<file path="src/rtl/seg_display_sched.sv">
// Round-robin scheduler sharing a two-digit seven-segment display between NREQ requesters,
// plus the 1 ms multiplex strobe. Define SEG_SCHED_PRIORITY_EN to make requester 0 pre-empt.
module seg_display_sched #(
  parameter int         CLK_HZ  = 12000000,
  parameter int         NREQ    = 4,
  parameter int         HOLD_MS = 250,
  parameter int         MAX_MS  = 2000,
  parameter logic [3:0] IDLE_LO = 4'h0,
  parameter logic [3:0] IDLE_HI = 4'h0
) (
  input  logic              refclk,
  input  logic              resetn,
  input  logic [NREQ-1:0]   req,
  input  logic [4*NREQ-1:0] req_lo,
  input  logic [4*NREQ-1:0] req_hi,
  output logic [NREQ-1:0]   gnt,
  output logic              mSFlag,
  output logic [3:0]        loValue,
  output logic [3:0]        hiValue,
  output logic              busy
);
  localparam int TICK_DIV = CLK_HZ / 1000;
  localparam int TICK_W   = $clog2(TICK_DIV);
  localparam int IDX_W    = $clog2(NREQ);
  localparam int CNT_W    = $clog2(MAX_MS + 1);

  typedef enum logic {S_IDLE, S_OWN} state_t;

  state_t            state_q, state_d;
  logic [TICK_W-1:0] tick_q;
  logic [IDX_W-1:0]  owner_q, owner_d, winner;
  logic [CNT_W-1:0]  hold_q, hold_d, own_q, own_d;
  logic [NREQ-1:0]   gnt_q, gnt_d, owner_oh, cand;
  logic [3:0]        lo_q, lo_d, hi_q, hi_d;
  logic              owner_req, any_cand, release_now, grant_now;

  function automatic logic [IDX_W-1:0] rr_pick(input logic [NREQ-1:0] r,
                                               input logic [IDX_W-1:0] last);
    logic [IDX_W-1:0] w;
    logic             found;
    int               idx;
    w     = '0;
    found = 1'b0;
    for (int k = 1; k <= NREQ; k++) begin
      idx = (int'(last) + k) % NREQ;
      if (!found && r[idx]) begin
        found = 1'b1;
        w     = IDX_W'(idx);
      end
    end
    return w;
  endfunction

  function automatic logic [NREQ-1:0] onehot(input logic [IDX_W-1:0] idx);
    logic [NREQ-1:0] o;
    o      = '0;
    o[idx] = 1'b1;
    return o;
  endfunction

  // Free-running ms tick, independent of the scheduler state
  always_ff @(posedge refclk) begin
    if (!resetn) tick_q <= '0;
    else if (tick_q == TICK_W'(TICK_DIV - 1)) tick_q <= '0;
    else tick_q <= tick_q + TICK_W'(1);
  end

  assign mSFlag = (tick_q == TICK_W'(TICK_DIV - 1));

  // While owning, the current owner is excluded so a release hands over to someone else
  always_comb begin
    owner_oh  = onehot(owner_q);
    owner_req = |(req & owner_oh);
    cand      = (state_q == S_OWN) ? (req & ~owner_oh) : req;
    any_cand  = |cand;
    winner    = rr_pick(cand, owner_q);
    release_now = (state_q == S_OWN) && (hold_q == '0) &&
                  (!owner_req || ((own_q >= CNT_W'(MAX_MS)) && any_cand));
`ifdef SEG_SCHED_PRIORITY_EN
    if (cand[0]) winner = '0;
    if ((state_q == S_OWN) && req[0] && (owner_q != '0)) release_now = 1'b1;
`endif
    grant_now = any_cand && ((state_q == S_IDLE) || release_now);
  end

  always_ff @(posedge refclk) begin
    if (!resetn) state_q <= S_IDLE;
    else state_q <= state_d;
  end

  always_comb begin
    state_d = state_q;
    case (state_q)
      S_IDLE:  if (any_cand) state_d = S_OWN;
      S_OWN:   if (release_now && !any_cand) state_d = S_IDLE;
      default: state_d = S_IDLE;
    endcase
  end

  always_comb begin
    gnt_d   = gnt_q;
    owner_d = owner_q;
    hold_d  = hold_q;
    own_d   = own_q;
    lo_d    = lo_q;
    hi_d    = hi_q;
    if (state_q == S_IDLE) begin
      gnt_d = '0;
      lo_d  = IDLE_LO;
      hi_d  = IDLE_HI;
    end else begin
      if (owner_req) begin
        lo_d = req_lo[4*int'(owner_q) +: 4];
        hi_d = req_hi[4*int'(owner_q) +: 4];
      end
      if (mSFlag) begin
        hold_d = (hold_q == '0) ? hold_q : hold_q - CNT_W'(1);
        own_d  = (own_q >= CNT_W'(MAX_MS)) ? own_q : own_q + CNT_W'(1);
      end
      if (release_now && !any_cand) begin
        gnt_d = '0;
        lo_d  = IDLE_LO;
        hi_d  = IDLE_HI;
      end
    end
    if (grant_now) begin
      gnt_d   = onehot(winner);
      owner_d = winner;
      hold_d  = CNT_W'(HOLD_MS);
      own_d   = '0;
    end
  end

  always_ff @(posedge refclk) begin
    if (!resetn) begin
      gnt_q   <= '0;
      owner_q <= IDX_W'(NREQ - 1);
      hold_q  <= '0;
      own_q   <= '0;
      lo_q    <= IDLE_LO;
      hi_q    <= IDLE_HI;
    end else begin
      gnt_q   <= gnt_d;
      owner_q <= owner_d;
      hold_q  <= hold_d;
      own_q   <= own_d;
      lo_q    <= lo_d;
      hi_q    <= hi_d;
    end
  end

  assign gnt     = gnt_q;
  assign loValue = lo_q;
  assign hiValue = hi_q;
  assign busy    = (state_q == S_OWN);
endmodule

</file>
<file path="config.mk">
export PLATFORM = sky130hd
export DESIGN_NAME = seg_display_sched
export DESIGN_NICKNAME = d
export VERILOG_FILES = /design/src/rtl/seg_display_sched.sv
export SDC_FILE = /design/constraint.sdc
export NUM_CORES = 1
export LEC_CHECK = 0
export ABC_AREA = 1
export CAP_MARGIN = 20
export CORE_MARGIN = 3
export CORE_UTILIZATION = 50
export CTS_BUF_LIST = sky130_fd_sc_hd__clkbuf_8
export CTS_CLUSTER_DIAMETER = 50
export DETAILED_ROUTE_END_ITERATION = 8
export GPL_ROUTABILITY_DRIVEN = 0
export PLACE_DENSITY = 0.87
export SLEW_MARGIN = 20
export SYNTH_ARGS = -nofsm -noshare
export SYNTH_HDL_FRONTEND = slang
export SYNTH_SLANG_ARGS = --single-unit
</file>
<file path="constraint.sdc">
create_clock -name refclk -period 2.3 [get_ports refclk]
set_input_delay 0.23 -clock refclk [delete_from_list [all_inputs] [get_ports refclk]]
set_output_delay 0.23 -clock refclk [all_outputs]
set_load 0.03 [all_outputs]
</file>
# [Yosys cells after proc, flatten, opt, wreduce, memory -nomap -nowiden]
# Index checks and enable logic that the tools add are counted.
[classes] shift=2 order_cmp=9 add_sub_neg=7 bitwise_logic=11 n_eq_ne=3 n_reduce_logical=32 muxes=34
[op_table] op="two-way mux 8 bit" count=4
[op_table] op="indexed part select 16 x 5 -> 4 bit" count=2
[op_table] op="less-than comparator 3 x 4 -> 1 bit, second input constant" count=4
[op_table] op="two-way mux 4 bit" count=4
[op_table] op="two-way mux 1 bit" count=15
[op_table] op="adder 14 x 1 -> 14 bit, second input constant" count=1
[op_table] op="equality test 14 bit, second input constant" count=1
[op_table] op="OR reduction 2 bit" count=6
[op_table] op="adder 11 x 1 -> 11 bit, second input constant" count=1
[op_table] op="greater-or-equal comparator 11 bit, second input constant" count=1
[op_table] op="logical NOT 11 bit" count=1
[op_table] op="subtractor 11 x 1 -> 11 bit, second input constant" count=1
[op_table] op="logical AND 1 bit" count=10
[op_table] op="AND reduction 3 bit" count=3
[op_table] op="AND 4 bit" count=2
[op_table] op="binary-select mux 1 bit (select 2 bit)" count=4
[op_table] op="two-way mux 2 bit" count=4
[op_table] op="OR reduction 4 bit" count=2
[op_table] op="less-than comparator 2 x 3 -> 1 bit, second input constant" count=2
[op_table] op="logical NOT 1 bit" count=5
[op_table] op="adder 2 x 1 -> 2 bit, second input constant" count=2
[op_table] op="adder 2 bit, second input constant" count=2
[op_table] op="AND 1 bit, first input constant" count=4
[op_table] op="demux 1 bit (select 2 bit)" count=2
[op_table] op="9 further kinds" count=15
[word_totals] wordCells=107 register_bits=51

# [Logic depth before layout (Yosys ltp)]
[logic_depth] ltp_word=25 ltp_mapped=18 depth_no_buf=16

# [Worst setup path after synthesis]
# No wires, ideal clock.
[synth_path] kind="flip-flop to flip-flop" from="register owner_q[0]" to="register own_q[7]" required_time_ns=2.234 n_path_buf=3 path_stages_with_launch=18 t_arrival_ns=2.281 slack_ns=-0.047 synth_period_minus_slack_ns=2.347 cell_sequence="dfxtp_1 > inv_1 > clkbuf_1 > clkbuf_1 > ha_1 > nand2_2 > nand2_2 > nand2_1 > o21ai_1 > nand2_1 > nand2_4 > nand2_4 > nand2_8 > inv_6 > nor2_8 > inv_4 > buf_6 > a21oi_2"
[synth_via] elab_chain_len=14 word_cells_on_any_way=18 classes_between="2 x order compare; 3 x mux; 3 x bitwise; 10 x reduce/logical"
[synth_rtl] element="start: declaration" line_no="31" text="logic [IDX_W-1:0] owner_q, owner_d, winner;"
[synth_rtl] element="start signal: assignment" line_no="137" text="owner_q <= IDX_W'(NREQ - 1);"
[synth_rtl] element="start signal: assignment" line_no="144" text="owner_q <= owner_d;"
[synth_rtl] element="less-than comparator 2 x 3 -> 1 bit (implied by the code) / greater-or-equal comparator 2 x 1 -> 1 bit (equally long branches)" line_no="57" text="o[idx] = 1'b1;"
[synth_rtl] element="logical AND 1 bit (implied by the code)" line_no="57"
[synth_rtl] element="two-way mux 1 bit (implied by the code)" line_no="57"
[synth_rtl] element="demux 1 bit (select 2 bit) *" line_no="57"
[synth_rtl] element="NOT 4 bit" line_no="74" text="cand = (state_q == S_OWN) ? (req & ~owner_oh) : req;"
[synth_rtl] element="AND 4 bit" line_no="74"
[synth_rtl] element="two-way mux 4 bit" line_no="74"
[synth_rtl] element="OR reduction 4 bit" line_no="75" text="any_cand = |cand;"
[synth_rtl] element="logical AND 1 bit" line_no="78" text="(!owner_req || ((own_q >= CNT_W'(MAX_MS)) && any_cand));"
[synth_rtl] element="logical OR 1 bit" line_no="78"
[synth_rtl] element="logical AND 1 bit" line_no="77" text="release_now = (state_q == S_OWN) && (hold_q == '0) &&"
[synth_rtl] element="logical OR 1 bit" line_no="83" text="grant_now = any_cand && ((state_q == S_IDLE) || release_now);"
[synth_rtl] element="logical AND 1 bit *" line_no="83"
[synth_rtl] element="OR reduction 2 bit (no source line) *"
[synth_rtl] element="end signal: assignment" line_no="146" text="own_q <= own_d;"
[synth_rtl] element="end: declaration" line_no="32" text="logic [CNT_W-1:0] hold_q, hold_d, own_q, own_d;"
# Every way passes the cells marked *; elsewhere a longest branch is shown, timed or not.
# A chain may end at the register's enable or synchronous reset.

# [Worst setup path in the final report]
[layout_path] from="register tick_q[0]" to="output port mSFlag"
[layout_via] elab_chain_len=1
[layout_rtl] element="start: declaration" line_no="30" text="logic [TICK_W-1:0] tick_q;"
[layout_rtl] element="start signal: assignment" line_no="65" text="else tick_q <= tick_q + TICK_W'(1);"
[layout_rtl] element="equality test 14 bit" line_no="68" text="assign mSFlag = (tick_q == TICK_W'(TICK_DIV - 1));"
[layout_rtl] element="end: declaration" line_no="17" text="output logic mSFlag,"
# Every way passes these cells.

==> impl_metrics.env <==
export IMPL_outcome="finished clean"
export IMPL_finClkSkew_ns=0.01005
export IMPL_clockBufferDepth=2
export IMPL_reg2reg_to="owner_q[1]"
export IMPL_postCtsSetupRepairBufs=0
export IMPL_synth_edf_count=0
export IMPL_final_cell_mix="nand2_1, inv_1, nand3_1"
export IMPL_min_path_type="reg2reg"
export IMPL_cts_made_buffers=5
export IMPL_dr_pass1_iters=4
export IMPL_core_area_sq_um=5991
export IMPL_synth_compound_area_frac=0.1141
export IMPL_grt_pass1_wl_um=13210
export IMPL_cts_hold_buffers=0
export IMPL_ys_seq_area_frac=0.3245
export IMPL_wl_per_cell_um=12.50
export IMPL_stdcell_area_sq_um=3872
export IMPL_pwr_share_comb=0.348
export IMPL_r2r_slack_ns=0.24
export IMPL_clk_latency_ns=0.31
export IMPL_synth_top_family_by_area="simple AND/OR/NAND/NOR gates"
export IMPL_hold_end="own_q[10]"
export IMPL_critPathArrivalTime_ns=1.86
export IMPL_drt_iter0_markers=149
export IMPL_synthCells=469
export IMPL_viasPerCell=5.404
export IMPL_grt_pass1_vias=3038
export IMPL_pwr_share_clk=0.257
export IMPL_dieArea_sq_um=7281
export IMPL_num_io_pins=52
export IMPL_leakage_nw=1.563
export IMPL_min_path_cells=2
export IMPL_p_per_area_nw_per_um2=648.0
export IMPL_tritoncts="built"
export IMPL_min_delay_start="own_q[10]"
export IMPL_overflow=0
export IMPL_mostFrequentLayoutCell="nand2_1"
export IMPL_ys_ff_latch=51
export IMPL_drv_slew=0
export IMPL_internal_power_mw=1.645
export IMPL_gr_usage_all_layers=0.2151
export IMPL_muxShareOfSynthArea=0.006759
export IMPL_critical_path_max_fanout=4
export IMPL_rr_startpoint="owner_q[0]"
export IMPL_switching_share=0.3443
export IMPL_drc=0
export IMPL_syn_nets=516
export IMPL_syn_to_final_growth_pct=23.06
export IMPL_period_share=0.9104
export IMPL_maxCapViolations=0
export IMPL_finalNetCount=570
export IMPL_vdd_drop_max_uv=446.0
export IMPL_dpl_cell_area_sq_um=3749
export IMPL_ant_nets=0
export IMPL_cts_clk_slew_worst_paths_ns=0.09
export IMPL_synth_warnings=0
export IMPL_dieWidth_um=85.33
export IMPL_p_seq_frac=0.395
export IMPL_r2r_cells=12
export IMPL_h_tree_depth=2
export IMPL_root_buffer="clkbuf_8"
export IMPL_grt_max_degree=23
export IMPL_start_util=0.5253
export IMPL_io_buffers=51
export IMPL_antenna_found_initial=0
export IMPL_drive_above_1_share=0.1011
export IMPL_hold_viol=0
export IMPL_p_total_mw=2.509
export IMPL_num_fill_cells=508
export IMPL_drt_total_wl_um=7490
export IMPL_fmax_ghz=0.4776
export IMPL_synth_cell_area_sq_um=3147
export IMPL_hpwl_um=5822
export IMPL_vias=3237
export IMPL_tightest_slew_ns=0.4242
export IMPL_yosys_area_share_simple=0.4056
export IMPL_period_needed_ns=2.094
export IMPL_setup_tns_final_ns=0
export IMPL_ys_async_sr_fraction=0
export IMPL_synth_adder_area_share=0.03579
export IMPL_setup_violations=0
export IMPL_cp_start_kind="flip-flop"
export IMPL_relSlewSlack=0.7150
export IMPL_rows=28
export IMPL_synth_xor_area_frac=0.01948
export IMPL_synth_cell_types=41
export IMPL_critPathKind="reg2out"
export IMPL_end_kind="output port"
export IMPL_diodes=0
export IMPL_die_y_um=85.33
export IMPL_ys_flop_type="dfxtp_1"
export IMPL_switchingPower_mw=0.8639
export IMPL_cts_sinks=51
export IMPL_critPathRequiredTime_ns=2.07
export IMPL_syn_mean_instance_area_sq_um=6.710
export IMPL_rsz0062_at_grt="yes"
-- registers in the layout, indices dropped and copies added (netlist names) --
signal   count
tick_q      14
hold_q      11
own_q       11
gnt          4
hiValue      4
loValue      4
owner_q      2
busy         1
-- cells in the mapped netlist, types with 2 or more instances --
cell type    n  area [sq um]
nand2_1    102         382.9
inv_1       57         214.0
dfxtp_1     51          1021
nand3_1     51         255.2
nor2_1      50         187.7
a21oi_1     26         130.1
nand4_1     18         112.6
o21ai_0     18         90.09
nor3_1      12         60.06
a21oi_2      9         78.83
ha_1         9         112.6
nor2_2       8         50.05
clkbuf_1     7         26.28
xor2_1       7         61.31
nand2b_1     5         31.28
nand2_2      4         25.02
o21ai_1      4         20.02
o221ai_1     3         26.28
buf_2        2         10.01
buf_6        2         22.52
nand2_4      2         22.52
nor3b_1      2         15.01
nor4_1       2         12.51
-- cell families (layout without fill, tap and decap cells) --
| family | after synthesis | in the layout |
|---|---|---|
| AO/OA/AOI/OAI | 62 | 62 |
| XOR/XNOR | 7 | 7 |
| adder cells (fa/ha/maj) | 9 | 9 |
| buffers and inverters | 72 | 127 |
| flip-flops | 51 | 51 |
| multiplexers | 2 | 2 |
| AND/OR/NAND/NOR | 266 | 266 |
-- power groups by stage --
| stage | clock network (mW) | registers (mW) | logic, mW |
|---|---|---|---|
| floorplan | 0 | 1.07 | 0.542 |
| global placement | 0 | 1.01 | 0.842 |
| detailed placement | 0 | 1.01 | 0.865 |
| finish | 0.646 | 0.991 | 0.872 |
| global route | 0.692 | 1.00 | 0.981 |
| CTS | 0.655 | 0.989 | 0.871 |
-- critical path, stage by stage (launching register included) --
cell	delay, ns
dfxtp_1	0.38
ha_1	0.19
nand2_1	0.08
nor2_2	0.14
inv_1	0.08
nor2_1	0.13
and2_2	0.18
clkdlybuf4s15_1	0.37
-- metrics by stage --
| step | instances | util | hold slack (ns) | worst slack [ns] |
|---|---|---|---|---|
| 2_1_floorplan | 469 | - | 0.3276 | 0.05785 |
| 5_1_grt | 599 | 0.6464 | 0.5003 | -0.01750 |
| 4_1_cts | 599 | 0.6452 | 0.4730 | 0.1840 |
| 6_report | 599 | 0.6464 | 0.4722 | 0.2061 |
| 3_3_place_gp | 591 | 0.6257 | 0.4467 | 0.2741 |
| 3_5_place_dp | 591 | 0.6257 | 0.4585 | 0.2395 |
-- layout make-up --
| type | count | area [sq um] | area share |
|---|---|---|---|
| inverters | 60 | 232.7 | 0.06010 |
| well taps | 75 | 93.84 | 0.02423 |
| clock inverters | 2 | 35.03 | 0.009047 |
| repair buffers | 59 | 570.5 | 0.1473 |
| flip-flops and latches | 51 | 1022 | 0.2640 |
| multi-input cells | 346 | 1836 | 0.4740 |
| clock buffers | 6 | 82.58 | 0.02132 |
-- layer usage --
layer  track usage  share of wire
met2        0.3905           0.52
met3       0.03689          0.042
met1        0.2588           0.42
met4       0.06043          0.019
met5             0              0
-- worst max path at each step --
stage               start          to  slack, ns  cells past startpoint
6_report        tick_q[0]      mSFlag       0.21                      7
4_1_cts         tick_q[0]      mSFlag       0.18                      7
3_5_place_dp   owner_q[0]  owner_q[1]       0.24                     12
5_1_grt        owner_q[0]  owner_q[1]      -0.02                     12
3_3_place_gp    tick_q[0]      mSFlag       0.27                      7
2_1_floorplan  owner_q[0]    own_q[7]       0.06                     17
-- repair_timing --
action / 4_1_cts / 5_1_grt
resized for setup: 1 / 3
cloned: 0 / 0
endpoints found under the setup margin: 1 / 11
Note: power is estimated with default switching activity, not from simulation.
